--- src/rtl/if_fetch_unit_pkg.sv ---
// ---------------------------------------------------------------------------
// if_fetch_unit_pkg
// Shared constants and types for the instruction-fetch stage.
//   NOP_INST          : instruction word presented in empty IF/ID slots
//   DEFAULT_RESET_PC  : default PC after reset
//   DEFAULT_PC_STEP   : default byte step between sequential fetches
//   fetch_state_t     : single-outstanding fetch FSM states
// ---------------------------------------------------------------------------
package if_fetch_unit_pkg;

    localparam logic [31:0] NOP_INST         = 32'h0000_0013;
    localparam logic [31:0] DEFAULT_RESET_PC = 32'h0000_0000;
    localparam logic [31:0] DEFAULT_PC_STEP  = 32'd4;

    typedef enum logic {
        S_REQ  = 1'b0,
        S_WAIT = 1'b1
    } fetch_state_t;

    // Redirect targets are forced onto a word boundary.
    function automatic logic [31:0] word_align(input logic [31:0] a);
        return a & 32'hFFFF_FFFC;
    endfunction

endpackage

--- src/rtl/if_prefetch_fifo.sv ---
// ---------------------------------------------------------------------------
// if_prefetch_fifo
// Two-entry FIFO holding fetched {inst, pc} pairs between the memory
// response and the IF/ID output register. Only built when
// IF_PREFETCH_BUF_EN is defined.
//   clk, rst_n   : clock, synchronous active-low reset
//   i_flush      : drop all entries (redirect)
//   i_push/i_data: write one {inst, pc} entry, ignored when full
//   i_pop        : remove the head entry, ignored when empty
//   o_data       : head entry
//   o_full/o_empty/o_count : occupancy status
// ---------------------------------------------------------------------------
`ifdef IF_PREFETCH_BUF_EN
module if_prefetch_fifo (
    input  logic        clk,
    input  logic        rst_n,
    input  logic        i_flush,
    input  logic        i_push,
    input  logic [63:0] i_data,
    input  logic        i_pop,
    output logic [63:0] o_data,
    output logic        o_full,
    output logic        o_empty,
    output logic [1:0]  o_count
);
    logic [63:0] r_mem [2];
    logic        r_wptr;
    logic        r_rptr;
    logic [1:0]  r_count;
    logic        w_push_ok;
    logic        w_pop_ok;

    assign o_full    = (r_count == 2'd2);
    assign o_empty   = (r_count == 2'd0);
    assign o_count   = r_count;
    assign o_data    = r_mem[r_rptr];
    assign w_push_ok = i_push & ~o_full;
    assign w_pop_ok  = i_pop & ~o_empty;

    always_ff @(posedge clk) begin
        if (!rst_n || i_flush) begin
            r_wptr  <= 1'b0;
            r_rptr  <= 1'b0;
            r_count <= 2'd0;
        end else begin
            if (w_push_ok) begin
                r_mem[r_wptr] <= i_data;
                r_wptr        <= ~r_wptr;
            end
            if (w_pop_ok) begin
                r_rptr <= ~r_rptr;
            end
            r_count <= r_count + {1'b0, w_push_ok} - {1'b0, w_pop_ok};
        end
    end
endmodule
`endif

--- src/rtl/if_fetch_unit.sv ---
// ---------------------------------------------------------------------------
// if_fetch_unit
// Instruction-fetch stage: owns the PC, fetches one word at a time over a
// req/gnt/rvalid handshake and drives the IF/ID register (IF_inst/IF_pc/
// IF_valid). Redirects from EX squash in-flight fetches; empty slots carry
// NOP_INST.
// Build option: IF_PREFETCH_BUF_EN adds a 2-entry prefetch FIFO and allows
// two outstanding requests (one instruction per cycle on zero-wait memory).
// Ports:
//   clk, rst_n                  : clock, synchronous active-low reset
//   is_stall                    : downstream not consuming this edge
//   redirect_valid, redirect_pc : taken branch/jump target from EX
//   imem_req, imem_addr         : fetch request / word address
//   imem_gnt, imem_rvalid, imem_rdata : memory accept / response
//   IF_inst, IF_pc, IF_valid    : IF/ID register contents
//
// Fetch FSM (default build):
//   state  | meaning
//   S_REQ  | request pc when the output register can take the result
//   S_WAIT | one request outstanding; squash drops its response
// ---------------------------------------------------------------------------
module if_fetch_unit
    import if_fetch_unit_pkg::*;
#(
    parameter logic [31:0] RESET_PC = DEFAULT_RESET_PC,
    parameter logic [31:0] PC_STEP  = DEFAULT_PC_STEP
) (
    input  logic        clk,
    input  logic        rst_n,
    input  logic        is_stall,
    input  logic        redirect_valid,
    input  logic [31:0] redirect_pc,
    output logic        imem_req,
    output logic [31:0] imem_addr,
    input  logic        imem_gnt,
    input  logic        imem_rvalid,
    input  logic [31:0] imem_rdata,
    output logic [31:0] IF_inst,
    output logic [31:0] IF_pc,
    output logic        IF_valid
);
    logic [31:0] r_pc;
    logic [31:0] r_if_inst;
    logic [31:0] r_if_pc;
    logic        r_if_valid;
    logic        w_imem_req;
    logic        w_consume;
    logic        w_out_free;

    assign w_consume  = r_if_valid & ~is_stall;
    assign w_out_free = ~r_if_valid | w_consume;

    assign imem_req   = w_imem_req;
    assign imem_addr  = r_pc;
    assign IF_inst    = r_if_inst;
    assign IF_pc      = r_if_pc;
    assign IF_valid   = r_if_valid;

`ifdef IF_PREFETCH_BUF_EN
    logic [1:0]  r_outst;
    logic [1:0]  r_sq_cnt;
    logic [31:0] r_rsp_pc;
    logic [1:0]  w_fifo_count;
    logic        w_fifo_full;
    logic        w_fifo_empty;
    logic [63:0] w_fifo_head;
    logic        w_pop;
    logic        w_push;
    logic        w_issue;
    logic        w_rsp_any;
    logic [1:0]  w_occ_eff;
    logic [2:0]  w_inflight;
    logic [1:0]  w_outst_nxt;

    if_prefetch_fifo u_fifo (
        .clk     (clk),
        .rst_n   (rst_n),
        .i_flush (redirect_valid),
        .i_push  (w_push),
        .i_data  ({imem_rdata, r_rsp_pc}),
        .i_pop   (w_pop),
        .o_data  (w_fifo_head),
        .o_full  (w_fifo_full),
        .o_empty (w_fifo_empty),
        .o_count (w_fifo_count)
    );

    // Occupancy counts the slot freed by this edge's pop so the FIFO can
    // stream one word per cycle; pop does not depend on gnt, so no loop.
    always_comb begin
        w_pop       = ~w_fifo_empty & w_out_free & ~redirect_valid;
        w_occ_eff   = w_fifo_count - {1'b0, w_pop};
        w_inflight  = {1'b0, w_occ_eff} + {1'b0, r_outst};
        w_imem_req  = rst_n & (w_inflight < 3'd2);
        w_issue     = w_imem_req & imem_gnt;
        // Responses with nothing outstanding are stale (e.g. across reset).
        w_rsp_any   = imem_rvalid & (r_outst != 2'd0);
        w_push      = w_rsp_any & (r_sq_cnt == 2'd0) & ~redirect_valid & ~w_fifo_full;
        w_outst_nxt = r_outst + {1'b0, w_issue} - {1'b0, w_rsp_any};
    end

    always_ff @(posedge clk) begin
        if (!rst_n) begin
            r_pc       <= RESET_PC;
            r_rsp_pc   <= RESET_PC;
            r_outst    <= 2'd0;
            r_sq_cnt   <= 2'd0;
            r_if_inst  <= NOP_INST;
            r_if_pc    <= '0;
            r_if_valid <= 1'b0;
        end else begin
            r_outst <= w_outst_nxt;
            if (redirect_valid) begin
                r_pc       <= word_align(redirect_pc);
                r_rsp_pc   <= word_align(redirect_pc);
                r_sq_cnt   <= w_outst_nxt;
                r_if_inst  <= NOP_INST;
                r_if_valid <= 1'b0;
            end else begin
                if (w_issue) r_pc <= r_pc + PC_STEP;
                if (w_push)  r_rsp_pc <= r_rsp_pc + PC_STEP;
                if (w_rsp_any && (r_sq_cnt != 2'd0)) r_sq_cnt <= r_sq_cnt - 2'd1;
                if (w_pop) begin
                    r_if_inst  <= w_fifo_head[63:32];
                    r_if_pc    <= w_fifo_head[31:0];
                    r_if_valid <= 1'b1;
                end else if (w_consume) begin
                    r_if_inst  <= NOP_INST;
                    r_if_valid <= 1'b0;
                end
            end
        end
    end
`else
    fetch_state_t r_state, w_state_nxt;
    logic [31:0]  r_req_pc, w_req_pc_nxt;
    logic [31:0]  w_pc_nxt, w_if_inst_nxt, w_if_pc_nxt;
    logic         r_squash, w_squash_nxt, w_if_valid_nxt;
    logic         w_granted;

    always_comb begin
        w_state_nxt    = r_state;
        w_pc_nxt       = r_pc;
        w_req_pc_nxt   = r_req_pc;
        w_squash_nxt   = r_squash;
        w_if_inst_nxt  = r_if_inst;
        w_if_pc_nxt    = r_if_pc;
        w_if_valid_nxt = r_if_valid;
        w_imem_req     = 1'b0;
        w_granted      = 1'b0;

        if (w_consume) begin
            w_if_valid_nxt = 1'b0;
            w_if_inst_nxt  = NOP_INST;
        end

        case (r_state)
            S_REQ: begin
                w_imem_req = rst_n & w_out_free;
                w_granted  = w_imem_req & imem_gnt;
                if (w_granted) begin
                    w_req_pc_nxt = r_pc;
                    w_state_nxt  = S_WAIT;
                end
            end
            S_WAIT: begin
                if (imem_rvalid) begin
                    w_state_nxt = S_REQ;
                    if (r_squash) begin
                        w_squash_nxt = 1'b0;
                    end else begin
                        w_if_inst_nxt  = imem_rdata;
                        w_if_pc_nxt    = r_req_pc;
                        w_if_valid_nxt = 1'b1;
                        w_pc_nxt       = r_req_pc + PC_STEP;
                    end
                end
            end
            default: w_state_nxt = S_REQ;
        endcase

        // A response landing with the redirect completes the old request, so
        // only a still-pending or just-granted request needs squashing.
        if (redirect_valid) begin
            w_pc_nxt       = word_align(redirect_pc);
            w_if_inst_nxt  = NOP_INST;
            w_if_valid_nxt = 1'b0;
            if (((r_state == S_WAIT) && !imem_rvalid) || w_granted) begin
                w_squash_nxt = 1'b1;
                w_state_nxt  = S_WAIT;
            end else begin
                w_squash_nxt = 1'b0;
                w_state_nxt  = S_REQ;
            end
        end
    end

    always_ff @(posedge clk) begin
        if (!rst_n) begin
            r_state    <= S_REQ;
            r_pc       <= RESET_PC;
            r_req_pc   <= RESET_PC;
            r_squash   <= 1'b0;
            r_if_inst  <= NOP_INST;
            r_if_pc    <= '0;
            r_if_valid <= 1'b0;
        end else begin
            r_state    <= w_state_nxt;
            r_pc       <= w_pc_nxt;
            r_req_pc   <= w_req_pc_nxt;
            r_squash   <= w_squash_nxt;
            r_if_inst  <= w_if_inst_nxt;
            r_if_pc    <= w_if_pc_nxt;
            r_if_valid <= w_if_valid_nxt;
        end
    end
`endif

endmodule

--- config.mk ---
export PLATFORM = sky130hd
export DESIGN_NAME = if_fetch_unit
export DESIGN_NICKNAME = d
export VERILOG_FILES = /design/src/rtl/if_fetch_unit_pkg.sv /design/src/rtl/if_prefetch_fifo.sv /design/src/rtl/if_fetch_unit.sv
export SDC_FILE = /design/constraint.sdc
export NUM_CORES = 1
export LEC_CHECK = 0
export CORE_MARGIN = 4
export CORE_UTILIZATION = 47
export CTS_CLUSTER_SIZE = 40
export DETAILED_ROUTE_END_ITERATION = 7
export PLACE_DENSITY = 0.8
export SYNTH_ARGS = -nofsm -noshare
export SYNTH_HDL_FRONTEND = slang
export SYNTH_SLANG_ARGS = --single-unit
--- constraint.sdc ---
create_clock -name clk -period 2.1 [get_ports clk]
set_input_delay 0.42 -clock clk [delete_from_list [all_inputs] [get_ports clk]]
set_output_delay 0.42 -clock clk [all_outputs]
set_load 0.01 [all_outputs]
# Word level (Yosys, flattened, before mapping)
# Index checks and enable logic that the tools add are counted.
# word_totals
in_bits,70
reg_bits,131
# classes
mux,22
reduce_logical,10
n_eq_ne,1
n_addsub,1
bitwise_logic,9
# op_table
cell,n
two-way mux 32 bit,8
adder 32 x 3 -> 32 bit (second input constant),1
two-way mux 1 bit,13
AND reduction 3 bit,2
NOT 1 bit,5
AND reduction 2 bit,2
nonzero test 2 bit,2
bitwise AND 1 bit,3
!= test 2 bit (second input constant),1
one-hot mux 1 bit (2 select lines),1
OR reduction 2 bit,1
logical AND 1 bit,1
logical NOT 1 bit,1
logical OR 1 bit,1
bitwise OR 1 bit,1

# Longest topological paths before layout
# Gate-level depths: netlist of the first run.
# logic_depth
depth_word,9
mapped_depth,8
mapped_depth_nobuf,7

# Worst setup path before layout of the first run
# OpenSTA, ideal clock, no wires.
# synth_path
kind,register -> register
startpoint,reg r_req_pc[2]
endpoint,"reg r_pc[16], in the netlist imem_addr[16]"
stages_incl_launch_ff,8
arrival_ns,1.616
n_path_buf,0
path_slack_ns,0.355
synth_period_minus_slack_ns,1.745
cell_sequence,dfxtp_1 ha_1 and2_1 and4_2 nand3_1 xnor2_1 a221oi_1 nor2_1
# synth_between
elab_chain_cells,5
# synth_lines
item,line_no,text
"start, declared",if_fetch_unit.sv:136,"logic [31:0] r_req_pc, w_req_pc_nxt;"
"start signal, assigned",if_fetch_unit.sv:210,r_req_pc <= w_req_pc_nxt;
adder 32 x 3 -> 32 bit,if_fetch_unit.sv:175,w_pc_nxt = r_req_pc + PC_STEP;
two-way mux 32 bit,if_fetch_unit.sv:169,if (r_squash) begin
two-way mux 32 bit,if_fetch_unit.sv:167,if (imem_rvalid) begin
two-way mux 32 bit,if_fetch_unit.sv:157,case (r_state)
two-way mux 32 bit,if_fetch_unit.sv:184,if (redirect_valid) begin
"end signal, assigned",if_fetch_unit.sv:209,r_pc <= w_pc_nxt;
"end, declared",if_fetch_unit.sv:42,logic [31:0] r_pc;
# No other way between the ends. The select of a mux whose other input is x is not followed.
# A chain may end at the register's enable or synchronous reset.

# Worst setup path after layout of the first run
# layout_path
startpoint,reg r_req_pc[9]
endpoint,"reg r_pc[29], in the netlist imem_addr[29]"
# Same word-level chain as after synthesis.

==> out/metrics.yaml, run 1 <==
status: "finished, final reports clean"
fin_tns_setup_ps: 0
postCtsHoldBufs: 0
gp_congestion: 0.842
drive_gt1_frac: 0.0909
dieArea_um2: 13500
pwr-share-clk: 0.480
path_cells: "and4_2, and4_2, nand4_1, xnor2_1, a221oi_1, nor2_1"
grtUsageTotal: 0.235
wl_per_cell_um: 15.8
final-setup-viol-count: 0
cp-end-kind: "register"
p_int_mw: 4.64
io_pins: 168
grt_pass1_wl_um: 25400
critical_path_class: "register to register"
synth_seq_area_share: 0.475
final_cells: 1012
synth_seq_cells: 131
clock.fmax_mhz: 504
crit_required_ps: 2360
placementRows: 39
antenna_cells: 0
ir_worst_vdd_mv: 0.432
finalPower_mw: 6.02
dr.pass1.iters: 5
start_util: 0.481
yosysWarnings: 0
hpwlAfterDp_um: 10900
timing.critical_path.from_type: "register"
crit_buf_inv: 0
r2r_cells: 6
overflow: 0
root_buffer: "clkbuf_16"
synth_top_cell_area_share: 0.475
synth_top_area_cell: "dfxtp_1"
nets: 929
async_flop_share: 0
syn_area_um2: 5520
via_per_inst: 5.40
synth_area_per_cell_um2: 7.85
power_density_nw_per_um2: 756
synth.distinct_cells: 43
fin_crit_ps: 1980
cp_max_fo: 7
cts_buffers: 17
grt_max_degree: 94
hold_depth: 2
hold_violations: 0
crit_arrival_ps: 2250
critPathMaxStageDelay_ps: 450
ant_nets: 0
maxSlewViolCount: 0
cts_tree: "built"
first_iter_violations: 319
syn_to_final_growth_pct: 44.3
io_buffers: 165
drc: 0
cts.sinks: 131
cp.depth: 6
ys_dominant_reg_cell: "dfxtp_1"
tightest_slew_ps: 994
antenna_found_initial: 0
p_leak_nw: 2.75
fp.coreArea_um2: 11500
synth_cells: 703
insertion_delay_ps: 420
routed_wl_um: 16000
slew_headroom: 0.337
period_share: 0.944
worst_path_dominant_cell_family: "simple AND/OR/NAND/NOR gates"
switching_power_mw: 1.38
ys_top_cells_by_area: "dfxtp_1, nand2_1, a21oi_1, nor2_1, nand3_1"
p_sw_frac: 0.229
drv_cap: 0
p_seq_frac: 0.431
htreeDepth: 4
die_h_um: 116
syn-num-nets: 774
grt_pass1_vias: 5354
skew_ps: 8.76
synth_edf_count: 0
hp-class: "register to register"
cts.path.max_buffers: 2
critPathSlowestCell: "dfxtp_1"
pwr-share-comb: 0.089
chipWidth_um: 116
cpMostUsedCell: "and4_2"
dp_cells: 982
cts.clk_slew.worst_paths_ps: 60
via_count: 5465
rsz0062_at_grt: "false"
layer usage:
layer / global-route usage / vias to the layer above / part of all wire / routed length (um)
li1: - / 2684 / - / -
met1: 0.292 / 2507 / 0.41 / 6560
met2: 0.385 / 237 / 0.48 / 7620
met3: 0.0534 / 37 / 0.082 / 1310
met4: 0.113 / 0 / 0.030 / 486
met5: 0 / - / 0 / 0
per-stage QoR:
step	utilization	instance area [um^2]	setup slack (ps)	hold slack, ps
floorplan	-	5520	355	437
global placement	0.644	7380	-262	443
detailed placement	0.644	7380	-270	447
CTS	0.694	7960	28.9	455
global route	0.694	7960	8.86	471
finish	0.694	7960	117	453
state kept, by name, indices dropped and copies added, names as in the netlist:
name / count
r_state: 1
r_req_pc: 32
r_squash: 1
IF_pc: 32
IF_valid: 1
IF_inst: 32
imem_addr: 32
power groups by stage:
stage	Clock, mW	Sequential [mW]	Combinational (mW)
6_report	2.89	2.60	0.534
3_5_place_dp	0	2.65	0.529
2_1_floorplan	0	2.65	0.219
3_3_place_gp	0	2.65	0.520
4_1_cts	2.92	2.60	0.534
5_1_grt	3.04	2.60	0.577
final timing paths:
check,from,endpoint,slack (ps)
worst max register to register,r_req_pc[9],imem_addr[29],120
worst min register to register,r_req_pc[0],r_req_pc[0],450
worst min-delay path,r_req_pc[0],r_req_pc[0],450
worst max-delay path,r_req_pc[9],imem_addr[29],120
tightest hold or removal path, delay by kind of cell, from the launching register on:
family	cells	cell delay [ps]
compound gates	1	50
simple gates	1	50
flops	1	300
kinds of logic (layout without fill, tap and decap cells):
| family | after synthesis | after routing | synth area share |
|---|---|---|---|
| buffers and inverters | 58 | 224 | 0.0474 |
| flip-flops | 131 | 131 | 0.475 |
| XOR/XNOR | 28 | 28 | 0.0444 |
| adder cells (fa/ha/maj) | 1 | 1 | 0.00227 |
| AND/OR/NAND/NOR | 331 | 331 | 0.276 |
| AO/OA/AOI/OAI | 154 | 154 | 0.155 |
layout make-up:
| cell class | instances | area (um^2) |
|---|---|---|
| Clock buffer | 21 | 470 |
| Clock inverter | 9 | 106 |
| Fill cell | 902 | 3500 |
| Inverter | 4 | 15.0 |
| Multi-Input combinational cell | 514 | 2650 |
| Sequential cell | 131 | 2620 |
| Tap cell | 143 | 179 |
| Timing Repair Buffer | 190 | 1920 |
cells in the final DEF, fill, tap and decap left out, drive strengths merged, types with 10 or more instances in the layout:
| master | instances |
|---|---|
| xnor2 | 18 |
| xor2 | 10 |
| a221oi | 10 |
| dfxtp | 131 |
| clkbuf | 21 |
| buf | 26 |
| o21ai | 10 |
| nand3 | 42 |
| nor2 | 57 |
| nand2 | 190 |
| clkdlybuf4s50 | 163 |
| a21oi | 116 |
repair_timing:
action,CTS,global route
setup endpoints to repair,1,6
gates resized for setup,1,3
buffers inserted,0,0
synthesized netlist by cell type, types with 4 or more instances:
cell	n
a211oi_1	8
a21oi_1	115
a221oi_1	10
and3_1	4
buf_1	4
buf_2	14
buf_4	5
clkbuf_1	30
dfxtp_1	131
inv_1	4
nand2_1	189
nand3_1	41
nand4_1	6
nor2_1	56
nor3_2	4
nor3b_1	4
o21ai_0	10
o22ai_1	5
xnor2_1	18
xor2_1	10
No activity file was read; power rests on OpenSTA's default activity.
==> run 2: changes to the inputs <==
==> constraint.sdc (replaced) <==
create_clock -name clk -period 2.1 [get_ports clk]
set_input_delay 0.42 -clock clk [delete_from_list [all_inputs] [get_ports clk]]
set_output_delay 0.42 -clock clk [all_outputs]
set_load 0.05 [all_outputs]
==> run 2 against run 1 <==
- core utilization decreased by 0.29 points
- via count decreased by 0.53%
- wire length grew 1.8%
- count of clock-buffer cells in the layout up 3
- global-route usage rose by 0.29 points
- setup slack worse by 61 ps
- combinational power increased by 24%
- critical path type is now register to output pin
- critical endpoint is now imem_addr[11]
- largest power group unchanged
- highest routed layer unchanged
==> out/metrics.yaml, run 2 (synthesis results as in run 1) <==
clock.fmax_mhz: 489
final_cells: 1014
cts.path.max_buffers: 2
critPathSlowestCell: "clkdlybuf4s50_1"
wl_per_cell_um: 16.0
io_buffers: 165
rsz0062_at_grt: "false"
cts_tree: "built"
tightest_slew_ps: 565
hold_violations: 0
p_sw_frac: 0.244
grt_pass1_wl_um: 25500
pwr-share-clk: 0.455
syn_to_final_growth_pct: 43.7
drive_gt1_frac: 0.0907
slew_headroom: 0.623
final_common_cell: "nand2_1"
critPathMaxStageDelay_ps: 830
worst_path_dominant_cell_family: "buffers and inverters"
overflow: 0
critical_path_class: "register to output pin"
cts_setup_buffers: 0
timing.critical_path.from_type: "register"
grt_pass1_vias: 5209
dp_cells: 984
cts_repair_resize_count: 0
hp-class: "primary input to register"
die_h_um: 116
postLayoutCoreUtil: 0.692
postCtsHoldBufs: 0
power_density_nw_per_um2: 754
fillCellCount: 925
crit_required_ps: 1680
root_buffer: "clkbuf_16"
p_int_mw: 4.52
skew_ps: 10.3
fin_tns_setup_ps: 0
p_leak_nw: 2.78
first_iter_violations: 348
status: "finished, final reports clean"
path_cells: "clkdlybuf4s50_1"
final-setup-viol-count: 0
finalInstanceArea_um2: 7930
ant_nets: 0
start_util: 0.481
dieArea_um2: 13500
dr.pass1.iters: 5
p_seq_frac: 0.434
cp-end-kind: "output pin"
hpwlAfterDp_um: 10900
maxSlewViolCount: 0
cts_buffers: 17
placed_cell_area_um2: 7390
cp_max_fo: 3
antenna_cells: 0
regArea_um2: 2620
crit_buf_inv: 1
pwr-share-comb: 0.110
ir_worst_vdd_mv: 0.450
crit_arrival_ps: 1620
io_pins: 168
placementRows: 39
grt_max_degree: 67
cts.sinks: 131
cts.clk_slew.worst_paths_ps: 60
nets: 931
drv_cap: 0
layout_common_cells: "nand2_1, clkdlybuf4s50_1, dfxtp_1"
insertion_delay_ps: 410
multiInputGateArea_um2: 2650
antenna_found_initial: 0
fin_crit_ps: 2040
via_per_inst: 5.36
routed_wl_um: 16300
htreeDepth: 4
period_share: 0.973
grtUsageTotal: 0.238
via_count: 5436
switching_power_mw: 1.46
fp.coreArea_um2: 11500
drc: 0
gp_congestion: 0.828
chipWidth_um: 116
[run 2: cell type report]
| class | instances | share of cell area |
|---|---|---|
| Multi-Input combinational cell | 514 | 0.334 |
| Sequential cell | 131 | 0.331 |
| Timing Repair Buffer | 192 | 0.243 |
| Clock buffer | 24 | 0.0607 |
| Tap cell | 143 | 0.0226 |
| Clock inverter | 6 | 0.00694 |
| Inverter | 4 | 0.00189 |
[run 2: per-layer routing]
metal | wire length, um | track usage | vias to the layer above
li1 | - | - | 2679
met1 | 6850 | 0.300 | 2521
met2 | 7890 | 0.398 | 215
met3 | 1290 | 0.0596 | 21
met4 | 226 | 0.0804 | 0
met5 | 0 | 0 | -
[run 2: power groups by stage]
stage	Combinational [mW]	Sequential, mW	Clock (mW)
finish	0.661	2.60	2.72
global route	0.707	2.60	2.87
CTS	0.660	2.60	2.75
detailed placement	0.654	2.65	0
global placement	0.646	2.64	0
floorplan	0.224	2.77	0
[run 2: worst paths after layout]
kind,cells after the start,startpoint,end,slack (ps)
worst min-delay path,3,redirect_valid,r_squash,340
worst max register to register,6,r_req_pc[6],imem_addr[25],160
worst max-delay path,1,imem_addr[11],imem_addr[11],60
worst min register to register,2,IF_pc[30],IF_pc[30],450
[run 2: through the flow]
step	power, mW	hold slack (ps)	setup WS, ps
final	5.98	341	55.7
after CTS	6.01	331	16.2
after global routing	6.18	335	0.919
after floorplan	3.00	437	20.5
after global placement	3.29	442	64.3
after detailed placement	3.30	445	25.7
